==> config.mk <==
export PLATFORM = sky130hd
export DESIGN_NAME = bus_arbiter
export DESIGN_NICKNAME = d
export VERILOG_FILES = /design/src/rtl/bus_arbiter.sv
export SDC_FILE = /design/constraint.sdc
export NUM_CORES = 1
export LEC_CHECK = 0
export CORE_UTILIZATION = 36
export CTS_CLUSTER_SIZE = 25
export DETAILED_ROUTE_END_ITERATION = 16
export GPL_ROUTABILITY_DRIVEN = 0
export GPL_TIMING_DRIVEN = 0
export MAX_ROUTING_LAYER = met4
export PLACE_DENSITY = 0.88
export SYNTH_ARGS = -nofsm -noshare
export SYNTH_HDL_FRONTEND = slang
export SYNTH_SLANG_ARGS = --single-unit
==> constraint.sdc <==
create_clock -name clk_i -period 1.6 [get_ports clk_i]
set_input_delay 0.24 -clock clk_i [delete_from_list [all_inputs] [get_ports clk_i]]
set_output_delay 0.24 -clock clk_i [all_outputs]
set_load 0.02 [all_outputs]
==> src/rtl/bus_arbiter.sv <==
`default_nettype none
// ============================================================================
// Module   : bus_arbiter
// Purpose  : Round-robin arbiter sharing one address-decoder master port
//            between NUM_MASTERS requesters. One winning request is latched,
//            presented to the decoder and held until ready_i, then the
//            completion (ready/err/rdata) is routed back to the owner only.
// Option   : ARB_TIMEOUT_EN - forced error completion after TIMEOUT_CYCLES
//            BUSY cycles without a decoder response.
// Revision : 1.0 - initial release
// ============================================================================
module bus_arbiter #(
  parameter int NUM_MASTERS    = 2,
  parameter int ADDR_WIDTH     = 14,
  parameter int DATA_WIDTH     = 8,
  parameter int TIMEOUT_CYCLES = 16
) (
  input  logic                                   clk_i,
  input  logic                                   rst_i,
  // master side
  input  logic [NUM_MASTERS-1:0]                 m_valid_i,
  input  logic [NUM_MASTERS-1:0][ADDR_WIDTH-1:0] m_addr_i,
  input  logic [NUM_MASTERS-1:0][DATA_WIDTH-1:0] m_wdata_i,
  input  logic [NUM_MASTERS-1:0]                 m_we_i,
  output logic [NUM_MASTERS-1:0]                 m_ready_o,
  output logic [DATA_WIDTH-1:0]                  m_rdata_o,
  output logic [NUM_MASTERS-1:0]                 m_err_o,
  output logic [NUM_MASTERS-1:0]                 grant_o,
  // decoder side
  output logic                                   valid_o,
  output logic [ADDR_WIDTH-1:0]                  addr_o,
  output logic [DATA_WIDTH-1:0]                  wdata_o,
  output logic                                   we_o,
  input  logic                                   ready_i,
  input  logic [DATA_WIDTH-1:0]                  rdata_i,
  input  logic                                   err_i
);

  localparam int                     IDX_W    = (NUM_MASTERS > 1) ? $clog2(NUM_MASTERS) : 1;
  localparam logic [IDX_W-1:0]       LAST_IDX = IDX_W'(NUM_MASTERS - 1);
  localparam logic [NUM_MASTERS-1:0] ONE_HOT0 = NUM_MASTERS'(1);

  typedef enum logic [0:0] {
    ST_IDLE = 1'b0,
    ST_BUSY = 1'b1
  } state_t;

  state_t                  state;
  state_t                  state_next;

  // arbitration bookkeeping
  logic [IDX_W-1:0]        last_grant;
  logic [IDX_W-1:0]        grant_idx;
  logic [NUM_MASTERS-1:0]  grant;

  // latched transaction
  logic [ADDR_WIDTH-1:0]   addr_q;
  logic [DATA_WIDTH-1:0]   wdata_q;
  logic                    we_q;

  // round-robin search results
  int                      cand;
  logic [IDX_W-1:0]        cand_idx;
  logic [IDX_W-1:0]        win_idx;
  logic                    win_found;

  // FSM decode
  logic                    busy;
  logic                    complete;
  logic                    err_bit;
  logic                    timeout_hit;

  // Rotating priority search: start one past the last owner and take the
  // first active requester, wrapping modulo NUM_MASTERS.
  always_comb begin
    win_found = 1'b0;
    win_idx   = '0;
    cand      = 0;
    cand_idx  = '0;
    for (int i = 0; i < NUM_MASTERS; i++) begin
      cand = int'(last_grant) + 1 + i;
      if (cand >= NUM_MASTERS) begin
        cand = cand - NUM_MASTERS;
      end
      cand_idx = IDX_W'(cand);
      if (!win_found && m_valid_i[cand_idx]) begin
        win_found = 1'b1;
        win_idx   = cand_idx;
      end
    end
  end

  // State register.
  always_ff @(posedge clk_i or posedge rst_i) begin
    if (rst_i) begin
      state <= ST_IDLE;
    end else begin
      state <= state_next;
    end
  end

  // Next-state and completion decode; a completion is a decoder ready or a
  // forced timeout while BUSY.
  always_comb begin
    state_next = state;
    busy       = 1'b0;
    complete   = 1'b0;
    case (state)
      ST_IDLE: begin
        if (win_found) begin
          state_next = ST_BUSY;
        end
      end
      ST_BUSY: begin
        busy = 1'b1;
        if (ready_i || timeout_hit) begin
          complete   = 1'b1;
          state_next = ST_IDLE;
        end
      end
      default: begin
        state_next = ST_IDLE;
      end
    endcase
  end

  // Latch the winning request on arbitration; release ownership on completion.
  always_ff @(posedge clk_i or posedge rst_i) begin
    if (rst_i) begin
      last_grant <= LAST_IDX;
      grant_idx  <= '0;
      grant      <= '0;
      addr_q     <= '0;
      wdata_q    <= '0;
      we_q       <= 1'b0;
    end else if ((state == ST_IDLE) && win_found) begin
      grant_idx  <= win_idx;
      grant      <= ONE_HOT0 << win_idx;
      addr_q     <= m_addr_i[win_idx];
      wdata_q    <= m_wdata_i[win_idx];
      we_q       <= m_we_i[win_idx];
    end else if (complete) begin
      last_grant <= grant_idx;
      grant      <= '0;
    end
  end

`ifdef ARB_TIMEOUT_EN
  localparam logic [7:0] TIMEOUT_LAST = 8'(TIMEOUT_CYCLES - 1);

  logic [7:0] to_cnt;

  // Count BUSY cycles without a response; held at zero while IDLE so every
  // transaction starts from a cleared count.
  always_ff @(posedge clk_i or posedge rst_i) begin
    if (rst_i) begin
      to_cnt <= '0;
    end else if (state == ST_IDLE) begin
      to_cnt <= '0;
    end else if (!ready_i && (to_cnt != TIMEOUT_LAST)) begin
      to_cnt <= to_cnt + 8'd1;
    end
  end

  // Uses the state register directly to keep this off the FSM decode path.
  assign timeout_hit = (state == ST_BUSY) && !ready_i && (to_cnt == TIMEOUT_LAST);
`else
  logic [7:0] unused_timeout_cfg;

  // Without the timeout option BUSY only ends on ready_i.
  assign timeout_hit        = 1'b0;
  assign unused_timeout_cfg = 8'(TIMEOUT_CYCLES);
`endif

  // A decoder response reports its own error; a forced completion always errs.
  assign err_bit   = ready_i ? err_i : 1'b1;

  assign grant_o   = grant;
  assign valid_o   = busy;
  assign addr_o    = busy ? addr_q  : '0;
  assign wdata_o   = busy ? wdata_q : '0;
  assign we_o      = busy & we_q;

  assign m_ready_o = complete ? grant : '0;
  assign m_err_o   = (complete && err_bit) ? grant : '0;
  assign m_rdata_o = (complete && ready_i) ? rdata_i : '0;

endmodule
`default_nettype wire

==> flow_metrics.env <==
export IMPL_grt_first_pass_wirelength_mm=6.61
export IMPL_postSynthAreaPerCell_um2=11.1
export IMPL_cp_slowest_stage_delay_ns=0.40
export IMPL_period_share=0.970
export IMPL_place_area_mm2=0.00249
export IMPL_yosysTopAreaCellShare=0.462
export IMPL_cap_violations=0
export IMPL_synth_edf_count=0
export IMPL_netSwitchingFraction=0.322
export IMPL_boundaryPins=98
export IMPL_die_w_um=65.8
export IMPL_rsz0062_at_grt="false"
export IMPL_status="finished clean"
export IMPL_portBuffers=97
export IMPL_startpoint="state$_DFF_PP0_"
export IMPL_crit_fanout=10
export IMPL_die_h_um=65.8
export IMPL_crit_arrival_ns=1.31
export IMPL_cts_hold_buf=0
export IMPL_crit_path_cell_trace="buf_6 -> clkbuf_4 -> and2_1 -> buf_2"
export IMPL_fmax_mhz=645
export IMPL_cts_root_buf="clkbuf_8"
export IMPL_cts_buffers_inserted=3
export IMPL_rows=22
export IMPL_final_cell_mix="clkdlybuf4s50_1, and2_1, buf_2, dfrtp_1, a221o_1"
export IMPL_area_delta_synth_final_pct=65.4
export IMPL_wirelength_mm=4.18
export IMPL_hpwl_mm=3.23
export IMPL_slew_viol_final=0
export IMPL_clockBufferDepth=2
export IMPL_n_antenna_cell=0
export IMPL_core_mm2=0.00377
export IMPL_holdWs_ns=0.487
export IMPL_ys_seq_area_frac=0.479
export IMPL_cp_start_kind="flip-flop"
export IMPL_fin_area_mm2=0.00242
export IMPL_worstSetupEndpointType="primary output"
export IMPL_h_tree_depth=1
export IMPL_cts_tree="built"
export IMPL_final_hold_viol_count=0
export IMPL_p_leak_nw=1.17
export IMPL_skew_ns=0.000944
export IMPL_syn_area_mm2=0.00146
export IMPL_antenna_found_initial=0
export IMPL_drive_gt1_frac=0.240
export IMPL_worst_slew_pin_slew_ns=1.04
export IMPL_slew_headroom=0.307
export IMPL_grt_overflow_total=0
export IMPL_final_common_cell="clkdlybuf4s50_1"
export IMPL_ys_flop_type="dfrtp_1"
export IMPL_grt_max_degree=29
export IMPL_drc_errors=0
export IMPL_antenna_left=0
export IMPL_postSynth_asyncResetShare=1.00
export IMPL_setup_viol=0
export IMPL_drtIter0Drc=52
export IMPL_ys_ff_latch=28
export IMPL_wl_per_cell_um=14.9
export IMPL_yosys_top_cells_area="dfrtp_1, and2_1, a221o_1"
export IMPL_clkPwrFrac=0.172
export IMPL_r2r_start="state$_DFF_PP0_"
export IMPL_dr_total_vias=1386
export IMPL_switchingPower_w=0.000795
export IMPL_yosys_cell_types_count=18
export IMPL_drtPass1Iterations=4
export IMPL_yosysWarnings=0
export IMPL_pwr_share_seq=0.399
export IMPL_cellPowerDensity_mw_per_mm2=1020
export IMPL_via_per_inst=4.93
export IMPL_clock_latency_ns=0.26
export IMPL_hold_path_class="reg2reg"
export IMPL_die_area_mm2=0.00433
export IMPL_period_needed_ns=1.55
export IMPL_start_util=0.388
export IMPL_combPwrFrac=0.429
export IMPL_p_int_w=0.00168
export IMPL_path_clk_slew_ns=0.09
export IMPL_final_nets=294
export IMPL_synth_largest_area_cell="dfrtp_1"
export IMPL_grtUsageTotal=0.206
export IMPL_cp_slowest_cell="dfrtp_1"
export IMPL_max_vdd_ir_drop_mv=0.511
export IMPL_synth_cells=132
export IMPL_grt_pass1_vias=1376
export IMPL_critPathKind="reg2out"
export IMPL_synthesis_nets=192
export IMPL_cts_sinks=28
export IMPL_worstHoldStart="grant_idx$_DFFE_PP0P_"
export IMPL_required_ns=1.36
[worst paths after layout]
path / endpoint / slack (ns) / depth (start not counted)
worst min-delay path: grant_idx$_DFFE_PP0P_ / 0.49 / 1
worst max register to register: wdata_q[7]$_DFFE_PP0P_ / 0.07 / 5
worst max-delay path: addr_o[6] / 0.05 / 4
min in group asynchronous: wdata_q[1]$_DFFE_PP0P_ / 0.52 / 2
worst min register to register: grant_idx$_DFFE_PP0P_ / 0.49 / 1
max in group asynchronous: grant_o[1]$_DFFE_PP0P_ / 0.45 / 2
[registers in the layout, summed over array words and instances, names as in the netlist]
| register | cells |
|---|---|
| we_q | 1 |
| addr_q | 14 |
| grant_o | 2 |
| wdata_q | 8 |
| last_grant | 1 |
| grant_idx | 1 |
| state | 1 |
[critical path, delay by kind of cell, from the launching register on]
family	cells	cell delay [ns]
flops	1	0.40
buf+inv	3	0.48
simple gates	1	0.16
[layout make-up]
type | instances | area (um^2)
Timing Repair Buffer | 98 | 813
Buffer | 10 | 88.8
Sequential cell | 28 | 702
Multi-Input combinational cell | 90 | 691
Clock buffer | 4 | 55.1
Tap cell | 48 | 60.1
Fill cell | 340 | 1350
Inverter | 3 | 11.3
[cells in the mapped netlist, types with 2 or more instances]
cell	count
dfrtp_1	27
and3_1	10
a221o_1	23
and2_1	48
clkbuf_1	6
buf_2	3
inv_1	2
buf_6	2
a31o_2	2
[power by group through the flow]
stage / Combinational, W / Sequential [W] / Clock, W
after floorplan: 0.000642 / 0.000990 / 0
after global placement: 0.00117 / 0.000992 / 0
after detailed placement: 0.00119 / 0.000999 / 0
after CTS: 0.00108 / 0.000987 / 0.000434
after global routing: 0.00114 / 0.00101 / 0.000467
final: 0.00106 / 0.000988 / 0.000425
[layer usage]
metal | part of all wire | routed length, um | vias to the layer above | track usage
li1 | - | - | 680 | -
met1 | 0.42 | 1760 | 649 | 0.260
met2 | 0.51 | 2110 | 51 | 0.349
met3 | 0.063 | 262 | 6 | 0.0276
met4 | 0.011 | 46 | 0 | 0.0489
met5 | 0 | 0 | - | -
[kinds of logic after synthesis]
group | share of synthesized area
muxes | 0.00769
and+or+nand+nor | 0.250
buffers and inverters | 0.0487
AOI/OAI and AO/OA | 0.214
DFF | 0.479
[what timing repair did]
item | CTS | global route
setup buffers | 1 | 0
hold endpoints to repair | 0 | 0
cloned | 0 | 0
gates resized for setup | 143 | 7
setup endpoints to repair | 42 | 17
[metrics by stage]
stage | cells | utilization | power, W | TNS, ns | worst slack, ns
6_report | 281 | 0.642 | 0.00247 | 0 | 0.0484
5_1_grt | 281 | 0.642 | 0.00262 | 0 | 0.00645
4_1_cts | 281 | 0.644 | 0.00250 | -0.00768 | -0.00768
3_5_place_dp | 277 | 0.662 | 0.00219 | -19.08 | -0.598
3_3_place_gp | 277 | 0.662 | 0.00217 | -17.72 | -0.564
2_1_floorplan | 132 | - | 0.00163 | 0 | 0.131
(Power assumes the default switching activity.)
